===== src/rtl/io_bank.sv =====
// io_bank: memory-mapped peripheral bank for the 0x80000000-0x800000FF I/O window.
// Holds a GPIO output register, a synchronized GPIO input, a free-running cycle
// counter, a down-counting timer with interrupt and an 8N1 UART transmitter.
// Reads are combinational so load data returns in the same cycle as the request.
module io_bank #(
    parameter int GPIO_W       = 8,
    parameter int CLKS_PER_BIT = 16
) (
    input  logic              clk,
    input  logic              reset,
    input  logic [7:0]        io_addr,
    input  logic              io_en,
    input  logic              io_we,
    input  logic [31:0]       io_data_write,
    output logic [31:0]       io_data_read,
    input  logic [GPIO_W-1:0] gpio_in,
    output logic [GPIO_W-1:0] gpio_out,
    output logic              uart_tx,
    output logic              irq
);

    localparam int BT_W = $clog2(CLKS_PER_BIT);
    localparam logic [BT_W-1:0] BT_LAST = BT_W'(CLKS_PER_BIT - 1);

    localparam logic [5:0] A_GPIO_OUT = 6'h00;
    localparam logic [5:0] A_GPIO_IN  = 6'h01;
    localparam logic [5:0] A_CYCLE    = 6'h02;
    localparam logic [5:0] A_LOAD     = 6'h03;
    localparam logic [5:0] A_CTRL     = 6'h04;
    localparam logic [5:0] A_COUNT    = 6'h05;
    localparam logic [5:0] A_UDATA    = 6'h06;
    localparam logic [5:0] A_USTAT    = 6'h07;

    typedef enum logic [1:0] {IDLE, START, DATA, STOP} uart_state_t;

    logic [5:0]        word;
    logic              wr;
    logic              unused_addr_bits;

    logic [GPIO_W-1:0] gpio_q;
    logic [GPIO_W-1:0] sync_1;
    logic [GPIO_W-1:0] sync_2;
    logic [31:0]       cycle;

    logic [31:0]       timer_load;
    logic [31:0]       count;
    logic              t_en;
    logic              t_reload;
    logic              t_flag;
    logic              t_irq_en;

    uart_state_t       state, state_next;
    logic [BT_W-1:0]   bit_timer, bit_timer_next;
    logic [2:0]        bit_idx, bit_idx_next;
    logic [7:0]        shift, shift_next;
    logic              tx_q, tx_next;
    logic              bit_end;
    logic              busy;

    // Byte offset bits [1:0] do not participate in decode (word access only).
    assign unused_addr_bits = ^io_addr[1:0];
    assign word     = io_addr[7:2];
    assign wr       = io_en & io_we;
    assign busy     = (state != IDLE);
    assign gpio_out = gpio_q;
    assign uart_tx  = tx_q;
    assign irq      = t_flag & t_irq_en;

    // GPIO output register, two-flop input synchronizer and free-running cycle counter.
    always_ff @(posedge clk) begin
        if (reset) begin
            gpio_q <= '0;
            sync_1 <= '0;
            sync_2 <= '0;
            cycle  <= '0;
        end else begin
            if (wr && word == A_GPIO_OUT) gpio_q <= io_data_write[GPIO_W-1:0];
            sync_1 <= gpio_in;
            sync_2 <= sync_1;
            cycle  <= cycle + 32'd1;
        end
    end

    // Timer: later assignments take priority, so the hardware flag set beats a W1C,
    // the one-shot en clear beats a software en write, and a LOAD write beats reload.
    always_ff @(posedge clk) begin
        if (reset) begin
            timer_load <= '0;
            count      <= '0;
            t_en       <= 1'b0;
            t_reload   <= 1'b0;
            t_flag     <= 1'b0;
            t_irq_en   <= 1'b0;
        end else begin
            if (wr && word == A_LOAD) timer_load <= io_data_write;
            if (wr && word == A_CTRL) begin
                t_en     <= io_data_write[0];
                t_reload <= io_data_write[1];
                t_irq_en <= io_data_write[3];
                if (io_data_write[2]) t_flag <= 1'b0;
            end
            if (t_en) begin
                if (count != '0) begin
                    count <= count - 32'd1;
                end else begin
                    t_flag <= 1'b1;
                    if (t_reload) count <= timer_load;
                    else          t_en  <= 1'b0;
                end
            end
            if (wr && word == A_LOAD) count <= io_data_write;
        end
    end

    // UART state register; tx is registered so the serial line never glitches.
    always_ff @(posedge clk) begin
        if (reset) begin
            state     <= IDLE;
            bit_timer <= '0;
            bit_idx   <= '0;
            shift     <= '0;
            tx_q      <= 1'b1;
        end else begin
            state     <= state_next;
            bit_timer <= bit_timer_next;
            bit_idx   <= bit_idx_next;
            shift     <= shift_next;
            tx_q      <= tx_next;
        end
    end

    // UART next-state logic: every state or data bit lasts CLKS_PER_BIT cycles.
    always_comb begin
        state_next     = state;
        bit_timer_next = bit_timer;
        bit_idx_next   = bit_idx;
        shift_next     = shift;
        tx_next        = 1'b1;
        bit_end        = (bit_timer == BT_LAST);
        case (state)
            IDLE: begin
                if (wr && word == A_UDATA) begin
                    state_next     = START;
                    shift_next     = io_data_write[7:0];
                    bit_timer_next = '0;
                end
            end
            START: begin
                if (bit_end) begin
                    state_next     = DATA;
                    bit_timer_next = '0;
                    bit_idx_next   = '0;
                end else begin
                    bit_timer_next = bit_timer + BT_W'(1);
                end
            end
            DATA: begin
                if (bit_end) begin
                    bit_timer_next = '0;
                    if (bit_idx == 3'd7) state_next   = STOP;
                    else                 bit_idx_next = bit_idx + 3'd1;
                end else begin
                    bit_timer_next = bit_timer + BT_W'(1);
                end
            end
            STOP: begin
                if (bit_end) begin
                    state_next     = IDLE;
                    bit_timer_next = '0;
                end else begin
                    bit_timer_next = bit_timer + BT_W'(1);
                end
            end
            default: state_next = IDLE;
        endcase
        case (state_next)
            START:   tx_next = 1'b0;
            DATA:    tx_next = shift_next[bit_idx_next];
            default: tx_next = 1'b1;
        endcase
    end

    // Combinational read mux; zero when no access is presented.
    always_comb begin
        io_data_read = '0;
        if (io_en) begin
            case (word)
                A_GPIO_OUT: io_data_read[GPIO_W-1:0] = gpio_q;
                A_GPIO_IN:  io_data_read[GPIO_W-1:0] = sync_2;
                A_CYCLE:    io_data_read = cycle;
                A_LOAD:     io_data_read = timer_load;
                A_CTRL:     io_data_read[3:0] = {t_irq_en, t_flag, t_reload, t_en};
                A_COUNT:    io_data_read = count;
                A_USTAT:    io_data_read[0] = busy;
                default:    io_data_read = '0;
            endcase
        end
    end

endmodule


===== config.mk =====
export PLATFORM = sky130hd
export DESIGN_NAME = io_bank
export DESIGN_NICKNAME = d
export VERILOG_FILES = /design/src/rtl/io_bank.sv
export SDC_FILE = /design/constraint.sdc
export NUM_CORES = 1
export LEC_CHECK = 0
export BUFFER_PORTS_ARGS = -buffer_cell sky130_fd_sc_hd__clkbuf_2
export CELL_PAD_IN_SITES_DETAIL_PLACEMENT = 0
export CELL_PAD_IN_SITES_GLOBAL_PLACEMENT = 1
export CORE_MARGIN = 4
export CORE_UTILIZATION = 39
export CTS_CLUSTER_SIZE = 40
export DETAILED_ROUTE_END_ITERATION = 6
export PLACE_DENSITY = 0.83
export REMOVE_ABC_BUFFERS = 1
export SYNTH_ARGS = -nofsm -noshare
export SYNTH_HDL_FRONTEND = slang
export SYNTH_SLANG_ARGS = --single-unit

===== constraint.sdc =====
create_clock -name clk -period 2.8 [get_ports clk]
set_clock_uncertainty 0.05 [all_clocks]
set_input_delay 0.42 -clock clk [delete_from_list [all_inputs] [get_ports clk]]
set_output_delay 0.42 -clock clk [all_outputs]
set_load 0.1 [all_outputs]

## After elaboration in Yosys (flattened, before gate mapping)

Index checks and enable logic that the tools add are counted.

| operators by class | value |
|---|---|
| add/subtract/negate cells | 4 |
| $lt $le $gt $ge | 1 |
| eq/ne operators | 15 |
| muxes and demuxes | 35 |
| bitwise operators | 2 |
| reductions and logical operators | 12 |

Operator list:

| kind | number |
|---|---|
| $mux W32 | 5 |
| $pmux W24 S3 | 1 |
| $add A32 B1 Y32 const B | 1 |
| $reduce_bool A32 Y1 | 1 |
| $sub A32 B1 Y32 const B | 1 |
| $eq A6 B3 Y1 const B | 4 |
| $pmux W4 S5 | 1 |
| $pmux W3 S6 | 1 |
| $mux W8 | 2 |
| $eq A6 B2 Y1 const B | 2 |
| $mux W2 | 5 |
| $mux W1 | 9 |
| $mux W3 | 3 |
| $mux W4 | 2 |
| $pmux W2 S4 | 1 |
| $pmux W4 S2 | 1 |
| $pmux W1 S7 | 1 |
| $eq A2 B2 Y1 const B | 3 |
| $eq A6 B1 Y1 const B | 1 |
| $logic_not A6 Y1 | 1 |
| $pmux W3 S2 | 1 |
| $add A4 B1 Y4 const B | 1 |
| $eq A2 B1 Y1 const B | 2 |
| $eq A4 B4 Y1 const B | 1 |
| other kinds (13) | 18 |

| storage, ports and cells | value |
|---|---|
| flip-flop bits (word level) | 142 |
| input bits | 52 |
| word-level logic and storage cells | 84 |

## Depth between registers and ports, before layout

Gate-level depths: netlist of run 1.

| depth | value |
|---|---|
| depth in word-level cells | 7 |
| depth in mapped cells | 12 |

## Worst setup path after synthesis of run 1

Ideal clock, no wire load.

| path | value |
|---|---|
| path kind | input port to output port |
| start | input port io_addr[3] |
| end | output port io_data_read[1] |
| arrival time | 3,680 ps |
| slack | -1,350 ps |
| stages | 5 |
| buffers on the path | 2 |
| cell sequence | clkbuf_1 -> clkbuf_1 -> mux4_2 -> a22oi_1 -> a21boi_0 |

| between the ends | value |
|---|---|
| word-level cells in the longest chain between the ends | 3 |
| elaborated cells on any way between the ends | 8 |
| those cells by class | eq/ne: 5; mux: 2; reduce/logical: 1 |

RTL lines:

| item | line | source |
|---|---|---|
| from (decl) | 11 | `input logic [7:0] io_addr,` |
| $eq A6 B3 Y1 (tied with other cells) | 187 | `case (word)` |
| $pmux W3 S6 (*) | 187 |  |
| $mux W32 (*) | 186 | `if (io_en) begin` |
| to (decl) | 15 | `output logic [31:0] io_data_read,` |

Every way passes the cells marked *; elsewhere a longest branch is shown, timed or not.

## Worst setup path in the final report of run 1

| path | value |
|---|---|
| start | register count[8] |
| end | register count[14] |

| between the ends | value |
|---|---|
| word-level cells in the longest chain between the ends | 4 |
| elaborated cells on any way between the ends | 7 |
| those cells by class | add/sub: 1; mux: 3; reduce/logical: 3 |

RTL lines:

| item | line | source |
|---|---|---|
| from (decl) | 46 | `logic [31:0] count;` |
| from (signal assigned) | 104 | `count <= count - 32'd1;` |
| from (signal assigned) | 107 | `if (t_reload) count <= timer_load;` |
| from (signal assigned) | 111 | `if (wr && word == A_LOAD) count <= io_data_write;` |
| $sub A32 B1 Y32 / $reduce_bool A32 Y1 (equally long branches) | 104, 103 |  |
| $mux W32 | 103 | `if (count != '0) begin` |
| $mux W32 | 102 | `if (t_en) begin` |
| $mux W32 | 111 |  |

Parallel ways exist; a longest one is shown, timed or not. The select of a mux whose other input is x is not followed.
A chain may end at the register's enable or synchronous reset.

==> results of run 1 <==
-- state kept, by name (all words and copies together) (netlist names), 2 cells and up --
name	cells
bit_idx	3
bit_timer	4
count	32
cycle	32
gpio_out	8
shift	8
state	2
sync_1	8
sync_2	8
timer_load	32
-- cells in the mapped netlist, types with 9 or more instances --
| library cell | number | area (um^2) |
|---|---|---|
| nand4_1 | 15 | 93.84 |
| a21boi_0 | 10 | 75.07 |
| nor2b_1 | 26 | 162.7 |
| a31oi_1 | 13 | 81.33 |
| o22ai_1 | 9 | 56.30 |
| mux2i_1 | 21 | 210.2 |
| nor4_1 | 14 | 87.58 |
| and2_1 | 9 | 56.30 |
| dfxtp_1 | 142 | 2843 |
| a222oi_1 | 24 | 240.2 |
| xnor2_1 | 15 | 131.4 |
| a311oi_2 | 11 | 165.2 |
| nor3_1 | 22 | 110.1 |
| o211ai_1 | 15 | 112.6 |
| inv_1 | 11 | 41.29 |
| clkbuf_1 | 55 | 206.5 |
| ha_1 | 9 | 112.6 |
| nand3_1 | 34 | 170.2 |
| o21ai_0 | 20 | 100.1 |
| nand2_1 | 128 | 480.5 |
| nor2_1 | 120 | 450.4 |
| and3_1 | 16 | 100.1 |
| xor2_1 | 28 | 245.2 |
| a21oi_1 | 72 | 360.4 |
-- metal layers --
metal  share of wire  track usage
met1            0.44       0.2832
met2            0.48       0.3508
met3           0.060      0.04072
met4           0.020      0.07197
met5               0            0
-- how the worst max path moves through the flow --
stage | start | end | slack [ns] | cells after the start
2_1_floorplan | io_addr[5] | io_data_read[1] | -1.86 | 5
3_3_place_gp | count[8] | count[12] | -0.007 | 8
3_5_place_dp | count[8] | count[10] | -0.04 | 8
4_1_cts | count[8] | count[10] | 0.01 | 8
5_1_grt | count[8] | count[10] | 0.01 | 7
6_report | count[8] | count[14] | 0.10 | 7
-- cell families after synthesis --
| group | synth area share |
|---|---|
| fa+ha+maj | 0.01501 |
| compound gates | 0.2043 |
| mux | 0.04603 |
| xor+xnor | 0.05020 |
| simple gates | 0.2605 |
| flops | 0.3789 |
| buf+inv | 0.04503 |
-- worst reg2reg max path, cell delays in order (launching register included) --
cell and delay [ns]:
dfxtp_1 0.31, or4_4 0.53, or4_4 0.52, or4b_4 0.54
a21o_4 0.26, buf_12 0.15, nor2_1 0.15, a311oi_2 0.06
-- report_power, final --
part / switching, mW / leakage [nW] / internal, mW
combinational: 0.185 / 2.28 / 0.130
sequential: 0.00921 / 1.15 / 2.04
clock: 0.947 / 0.267 / 1.32
-- final cells by class --
type,count,area [um^2],area share
multi-input cells,711,4365,0.4494
flip-flops and latches,142,2843,0.2927
repair buffers,160,1551,0.1597
clock buffers,18,429.2,0.04418
well taps,260,325.3,0.03349
clock inverters,14,157.7,0.01623
inverters,11,41.29,0.004251
-- what timing repair did --
| action | in CTS | in global routing |
|---|---|---|
| setup buffers | 2 | 0 |
| gates cloned | 0 | 1 |
| endpoints found under the setup margin | 15 | 23 |
| resized for setup | 2 | 6 |
| pin swaps | 0 | 2 |
-- per-stage QoR --
step | setup slack, ns | utilization | hold slack (ns) | setup TNS, ns | total power, mW
after floorplan | -1.858 | - | 0.3638 | -103.91 | 2.220
after global placement | -0.007120 | 0.4811 | 0.3714 | -0.007120 | 2.386
after detailed placement | -0.04130 | 0.4811 | 0.3731 | -0.2031 | 2.389
after CTS | 0.01329 | 0.5141 | 0.1375 | 0 | 4.656
after global routing | 0.01008 | 0.5158 | 0.1438 | 0 | 4.788
final | 0.1007 | 0.5158 | 0.1478 | 0 | 4.633
==> out/qor.yml, run 1 <==
fmax_mhz: 370.5
dp.cells: 1281
netlist_area_um2: 7502
area_growth_pct: 29.47
critPathKind: "register to register"
grt_antenna_before_repair: 0
endpoint_kind: "register"
synth-async-reset-ratio: 0
cts.sinks: 142
avgSynthCellArea_um2: 8.050
post-route-min-period_ns: 2.699
io_buffers: 91
setup_viol: 0
hpwlAfterDp_um: 16230
rrSetupSlack_ns: 0.10
cts_root_buffer: "clkbuf_16"
core_um2: 18830
die_area_um2: 21520
ys_ff_latch: 142
ant_nets: 0
final_max_slew_viol_count: 0
hold_end: "sync_1[7]"
vias: 7379
cpMostUsedCell: "or4_4"
max_stage_delay_ns: 0.54
initial_core_util: 0.3984
r2r_cells: 7
wirelength_um: 22850
cts_buffers: 17
critPathMaxFanout: 18
cellLeakagePower_nw: 3.695
crit_buf_inv: 1
start_kind: "register"
grt_overflow: 0
final_common_cell: "dfxtp_1"
cpMaxStageDelayCell: "or4b_4"
arrival_ns: 2.95
grt_max_degree: 48
yosysSeqAreaShare: 0.3789
worstReg2RegEnd: "count[14]"
wl_per_cell_um: 17.37
num_rows: 50
status: "complete, no violations"
crit_family: "simple AND/OR/NAND/NOR gates"
fin_crit_sh: 0.9640
grt_pass1_vias: 7230
final_cell_mix: "dfxtp_1, nand2_1, nor2_1, a21oi_1, buf_4"
ys_types: 61
drc: 0
synth_top_flop_cell: "dfxtp_1"
critPathRequiredTime_ns: 3.05
drt_iter0_drc: 624
clock_path_buffers: 2
viasPerCell: 5.607
max_cap_violations: 0
final_area_um2: 9713
path_cells: "or4_4 > or4_4 > or4b_4 > a21o_4 > buf_12 > nor2_1 > a311oi_2"
nets: 1104
io_pins: 94
peakVddDrop_uv: 355.8
clkTransAtPathRegs_ns: 0.06
rsz0062_at_grt: "no"
cts_hold_buf: 0
yosysWarnings: 0
dpl_cell_area_um2: 9059
power-per-cell-area_nw_per_um2: 477.0
die_height_um: 146.7
antenna_cells: 0
min_from: "gpio_in[7]"
grt_usage: 0.2137
die-width_um: 146.7
synthCells: 932
instances_no_fill: 1316
clk_latency_ns: 0.43
holdPathStages: 2
tightest_slew_ns: 0.6534
layout-drive-gt1-share: 0.2093
relSlewSlack: 0.5631
worstHoldPathType: "input port to register"
fillers: 1771
dr.pass1.iters: 6
htreeDepth: 4
reg2reg_from: "count[8]"
finalHoldViolations: 0
gp_congestion: 0.8862
synth_edf_count: 0
cts_tree: "done"
grt_pass1_wl_um: 37380
Note: power is estimated with default switching activity, not from simulation.
==> run 2, diff against run 1 <==
- RECOVER_POWER: not set -> 25
==> out/qor.yml, run 2 (synthesis gave the netlist of run 1 again) <==
switching_share: 0.2463
core_um2: 18830
setup_viol: 0
p_int_mw: 3.491
critPathMaxFanout: 18
die_height_um: 146.7
cts_root_buffer: "clkbuf_16"
instances_no_fill: 1316
crit_family: "simple AND/OR/NAND/NOR gates"
area_growth_pct: 29.07
dp.cells: 1281
path_cells: "or4_4 > or4_4 > or4b_4 > a21o_4 > buf_12 > nor2_1 > a311oi_2"
antenna_cells: 0
power-per-cell-area_nw_per_um2: 478.3
vias: 7341
hpwlAfterDp_um: 16230
largestRegisters: "count: 32 flops, cycle: 32 flops, timer_load: 32 flops"
max_cap_violations: 0
grt_overflow: 0
total_power_mw: 4.632
num_rows: 50
fmax_mhz: 369.5
drt_iter0_drc: 702
pwr-share-seq: 0.442
nets: 1104
grt_pass1_vias: 7230
arrival_ns: 2.95
die_area_um2: 21520
grt_usage: 0.2137
p_sw_mw: 1.141
gp_congestion: 0.8862
worstHoldPathType: "input port to register"
fin_crit_sh: 0.9665
clk_latency_ns: 0.43
status: "complete, no violations"
io_buffers: 91
endpoint_kind: "register"
io_pins: 94
cpMaxStageDelayCell: "or4b_4"
dr.pass1.iters: 6
final_util: 0.5142
relSlewSlack: 0.2082
cellLeakagePower_nw: 3.643
combPwrFrac: 0.068
cts_buffers: 17
htreeDepth: 4
critPathKind: "register to register"
final_cell_mix: "dfxtp_1, nand2_1, nor2_1, a21oi_1, buf_4"
finalHoldViolations: 0
fillers: 1784
critPathRequiredTime_ns: 3.04
wl_per_cell_um: 17.31
grt_antenna_before_repair: 0
clkTransAtPathRegs_ns: 0.06
ant_nets: 0
rsz0062_at_grt: "no"
grt_pass1_wl_um: 37380
drc: 0
viasPerCell: 5.578
clock_path_buffers: 2
cts_tree: "done"
die-width_um: 146.7
clock_power_share: 0.490
start_kind: "register"
peakVddDrop_uv: 355.4
layout-drive-gt1-share: 0.1960
grt_max_degree: 48
final_max_slew_viol_count: 0
post-route-min-period_ns: 2.706
cts.sinks: 142
crit_buf_inv: 1
initial_core_util: 0.3984
wirelength_um: 22770
tightest_slew_ns: 1.193
cpMostUsedCell: "or4_4"
final_common_cell: "dfxtp_1"
max_stage_delay_ns: 0.54
==> run 2: cell types whose count changed in the layout (fill, tap and decap cells not counted), sizes merged <==
cell and change:
buf -5, clkbuf +5
==> run 2: final timing paths <==
kind	from	end	slack, ns	cells past startpoint
worst max-delay path	count[8]	count[14]	0.09	7
worst min-delay path	gpio_in[7]	sync_1[7]	0.15	2
worst max register to register	count[8]	count[14]	0.09	7
worst min register to register	sync_1[5]	sync_2[5]	0.39	1
==> run 2: power groups by stage <==
stage | Clock [mW] | Combinational (mW) | Sequential (mW)
final | 2.27 | 0.314 | 2.05
after global routing | 2.40 | 0.342 | 2.05
after CTS | 2.30 | 0.307 | 2.05
after detailed placement | 0 | 0.297 | 2.09
after global placement | 0 | 0.295 | 2.09
after floorplan | 0 | 0.129 | 2.09
==> run 2: repair_timing <==
action / 4_1_cts / 5_1_grt
gates resized for setup: 2 / 6
gates cloned: 0 / 1
pin swaps: 0 / 2
hold buffers: 0 / 0
setup endpoints to repair: 15 / 23
setup buffers: 2 / 0
==> run 2: metrics by stage <==
| stage | cell area, um^2 | worst slack, ns | setup TNS (ns) | hold slack (ns) |
|---|---|---|---|---|
| after floorplan | 7206 | -1.858 | -103.91 | 0.3638 |
| after global placement | 9059 | -0.007120 | -0.007120 | 0.3714 |
| after detailed placement | 9059 | -0.04130 | -0.2031 | 0.3731 |
| after CTS | 9681 | 0.01329 | 0 | 0.1375 |
| after global routing | 9683 | 0.01008 | 0 | 0.1438 |
| final | 9683 | 0.09376 | 0 | 0.1492 |
==> run 2: area by class of cell <==
| class | count | area (um^2) | area share |
|---|---|---|---|
| clock buffer | 18 | 429.2 | 0.04432 |
| clock inverter | 14 | 157.7 | 0.01628 |
| inverter | 11 | 41.29 | 0.004264 |
| multi-input combinational | 711 | 4365 | 0.4508 |
| sequential | 142 | 2843 | 0.2936 |
| tap | 260 | 325.3 | 0.03360 |
| timing repair buffer | 160 | 1521 | 0.1571 |
==> run 2: layer usage <==
layer	global-route usage	routed length [um]
met1	0.2832	10020
met2	0.3508	10980
met3	0.04072	1333
met4	0.07197	437
met5	0	0
==> run 3, diff against run 2 <==
- ABC_AREA: not set -> 1
- CORE_UTILIZATION: 39 -> 38
- PLACE_DENSITY: 0.83 -> 0.84
==> out/qor.yml, run 3 <==
netlist_area_um2: 8204
io_pins: 94
cts_buffers: 17
max_cap_violations: 1
wl_per_cell_um: 15.73
num_rows: 53
synth_compound_area_frac: 0.1781
p_int_mw: 3.555
grt_overflow: 0
clk_latency_ns: 0.43
synth_top_family_by_area: "simple AND/OR/NAND/NOR gates"
yosysSeqAreaShare: 0.3465
wirelength_um: 26070
ys_ff_latch: 142
initial_core_util: 0.3878
grt_usage: 0.2151
final_area_um2: 10090
core_um2: 21150
status: "finished, violations left"
rrSetupSlack_ns: 0.54
gp_congestion: 0.9265
cts_root_buffer: "clkbuf_16"
drt_iter0_drc: 619
nets: 1431
final_common_cell: "nand2_1"
hpwlAfterDp_um: 19510
fillers: 2177
clkTransAtPathRegs_ns: 0.06
dr.pass1.iters: 5
cellLeakagePower_nw: 4.593
post-route-min-period_ns: 2.551
violations: "max-capacitance violations, max-slew violations"
cts_tree: "done"
synth_mux_area_frac: 0
ys_types: 49
die_area_um2: 24000
antenna_cells: 0
synth.top_cell.area_share: 0.3465
finalHoldViolations: 0
setup_viol: 0
viasPerCell: 5.141
pwr-share-seq: 0.438
synth-async-reset-ratio: 0
cts_resized: 0
relSlewSlack: -0.3712
synthAdderAreaFrac: 0.01373
vias: 8518
die_height_um: 154.9
grt_antenna_before_repair: 0
yosysWarnings: 0
dp.cells: 1626
worstReg2RegEnd: "count[22]"
endpoint: "io_data_read[0]"
largestRegisters: "count: 32 flops, cycle: 32 flops, timer_load: 32 flops"
cts_hold_buf: 0
start_kind: "register"
tightest_slew_ns: 2.057
netlist.top_cell.by_area: "dfxtp_1"
worstHoldPathType: "input port to register"
total_power_mw: 4.664
power-per-cell-area_nw_per_um2: 462.3
tns_ns: 0
reg2reg_from: "count[0]"
synthCells: 1282
fmax_mhz: 392.0
critPathMaxFanout: 7
whs_ns: 0.1228
fin_crit_sh: 0.9111
area_growth_pct: 22.97
drc: 0
arrival_ns: 2.08
die-width_um: 154.9
cts.sinks: 142
final_util: 0.4769
final_cell_mix: "nand2_1, inv_1, nor2_1, dfxtp_1, a21oi_1"
grt_max_degree: 48
critPathKind: "register to primary output"
peakVddDrop_uv: 419.3
clock_power_share: 0.515
dpl_cell_area_um2: 9493
avgSynthCellArea_um2: 6.399
layout-drive-gt1-share: 0.1382
endpoint_kind: "primary output"
r2r_cells: 11
p_sw_mw: 1.110
grt_pass1_vias: 7739
rsz0062_at_grt: "no"
ant_nets: 0
setup_ws_ns: 0.2490
min_from: "gpio_in[0]"
pre_cts_ws_ns: 0.3277
post-synth-top-count-cell: "nand2_1"
yosys-top-cells-area: "dfxtp_1, nand2_1, inv_1"
synth_edf_count: 0
final_max_slew_viol_count: 40
yosys-top-cells-count: "nand2_1, inv_1, nor2_1, dfxtp_1, a21oi_1"
switching_share: 0.2379
htreeDepth: 4
clock_path_buffers: 2
instances_no_fill: 1657
grt_pass1_wl_um: 41250
io_buffers: 91
synth_top_flop_cell: "dfxtp_1"
critPathRequiredTime_ns: 2.33
post-cts-setup-buffers: 0
critPathLaunch: "state[1]"
synthSimpleGateAreaFrac: 0.3187
synth_xor_area_frac: 0.01815
combPwrFrac: 0.046
==> run 3: changes by cell type in the layout (fill, tap and decap cells not counted), sizes merged, moves of 13 or more <==
cell,previous run,this run
buf,97,57
a21oi,73,116
inv,16,208
nand3,34,69
a222oi,24,0
o211ai,15,2
nor2b,26,0
xnor2,15,0
nand2,128,280
nor2,120,188
mux2i,21,0
and3,16,1
o21ai,21,86
==> run 3: area by class of cell <==
cell class	count	area (um^2)	area share
Multi-Input combinational cell	882	4335	0.4297
Sequential cell	142	2843	0.2818
Clock buffer	19	452.9	0.04490
Timing Repair Buffer	119	1171	0.1161
Inverter	208	782.0	0.07751
Tap cell	275	344.1	0.03411
Clock inverter	12	160.2	0.01588
==> run 3: worst min path at each step <==
stage | to | cells past startpoint
after global placement | sync_2[3] | 2
after detailed placement | sync_2[1] | 2
after global routing | sync_1[1] | 3
after floorplan | sync_2[0] | 2
final | sync_1[0] | 3
after CTS | sync_1[1] | 3
==> run 3: power by group through the flow <==
| stage | Sequential, mW | Clock, mW | Combinational, mW |
|---|---|---|---|
| floorplan | 2.09 | 0 | 0.0874 |
| detailed placement | 2.09 | 0 | 0.216 |
| global placement | 2.09 | 0 | 0.215 |
| CTS | 2.04 | 2.44 | 0.216 |
| finish | 2.05 | 2.40 | 0.215 |
| global route | 2.05 | 2.52 | 0.237 |
==> run 3: cells by family after synthesis <==
kind of cell | Yosys count
AND/OR/NAND/NOR | 597
buffers and inverters | 258
adder cells (fa/ha/maj) | 9
flip-flops | 142
AO/OA/AOI/OAI | 259
XOR/XNOR | 17
==> run 3: per-layer routing <==
| layer | part of all wire | track usage | wire length, um |
|---|---|---|---|
| met4 | 0.018 | 0.06013 | 471 |
| met3 | 0.063 | 0.04312 | 1642 |
| met1 | 0.45 | 0.2884 | 11860 |
| met2 | 0.46 | 0.3529 | 12100 |
| met5 | 0 | 0 | 0 |
==> run 3: critical path, stage by stage (launching register included) <==
cell and delay [ns]:
dfxtp_1 0.39, inv_1 0.10, ha_1 0.20, inv_1 0.20
a32oi_1 0.17, a41oi_1 0.36, buf_12 0.22
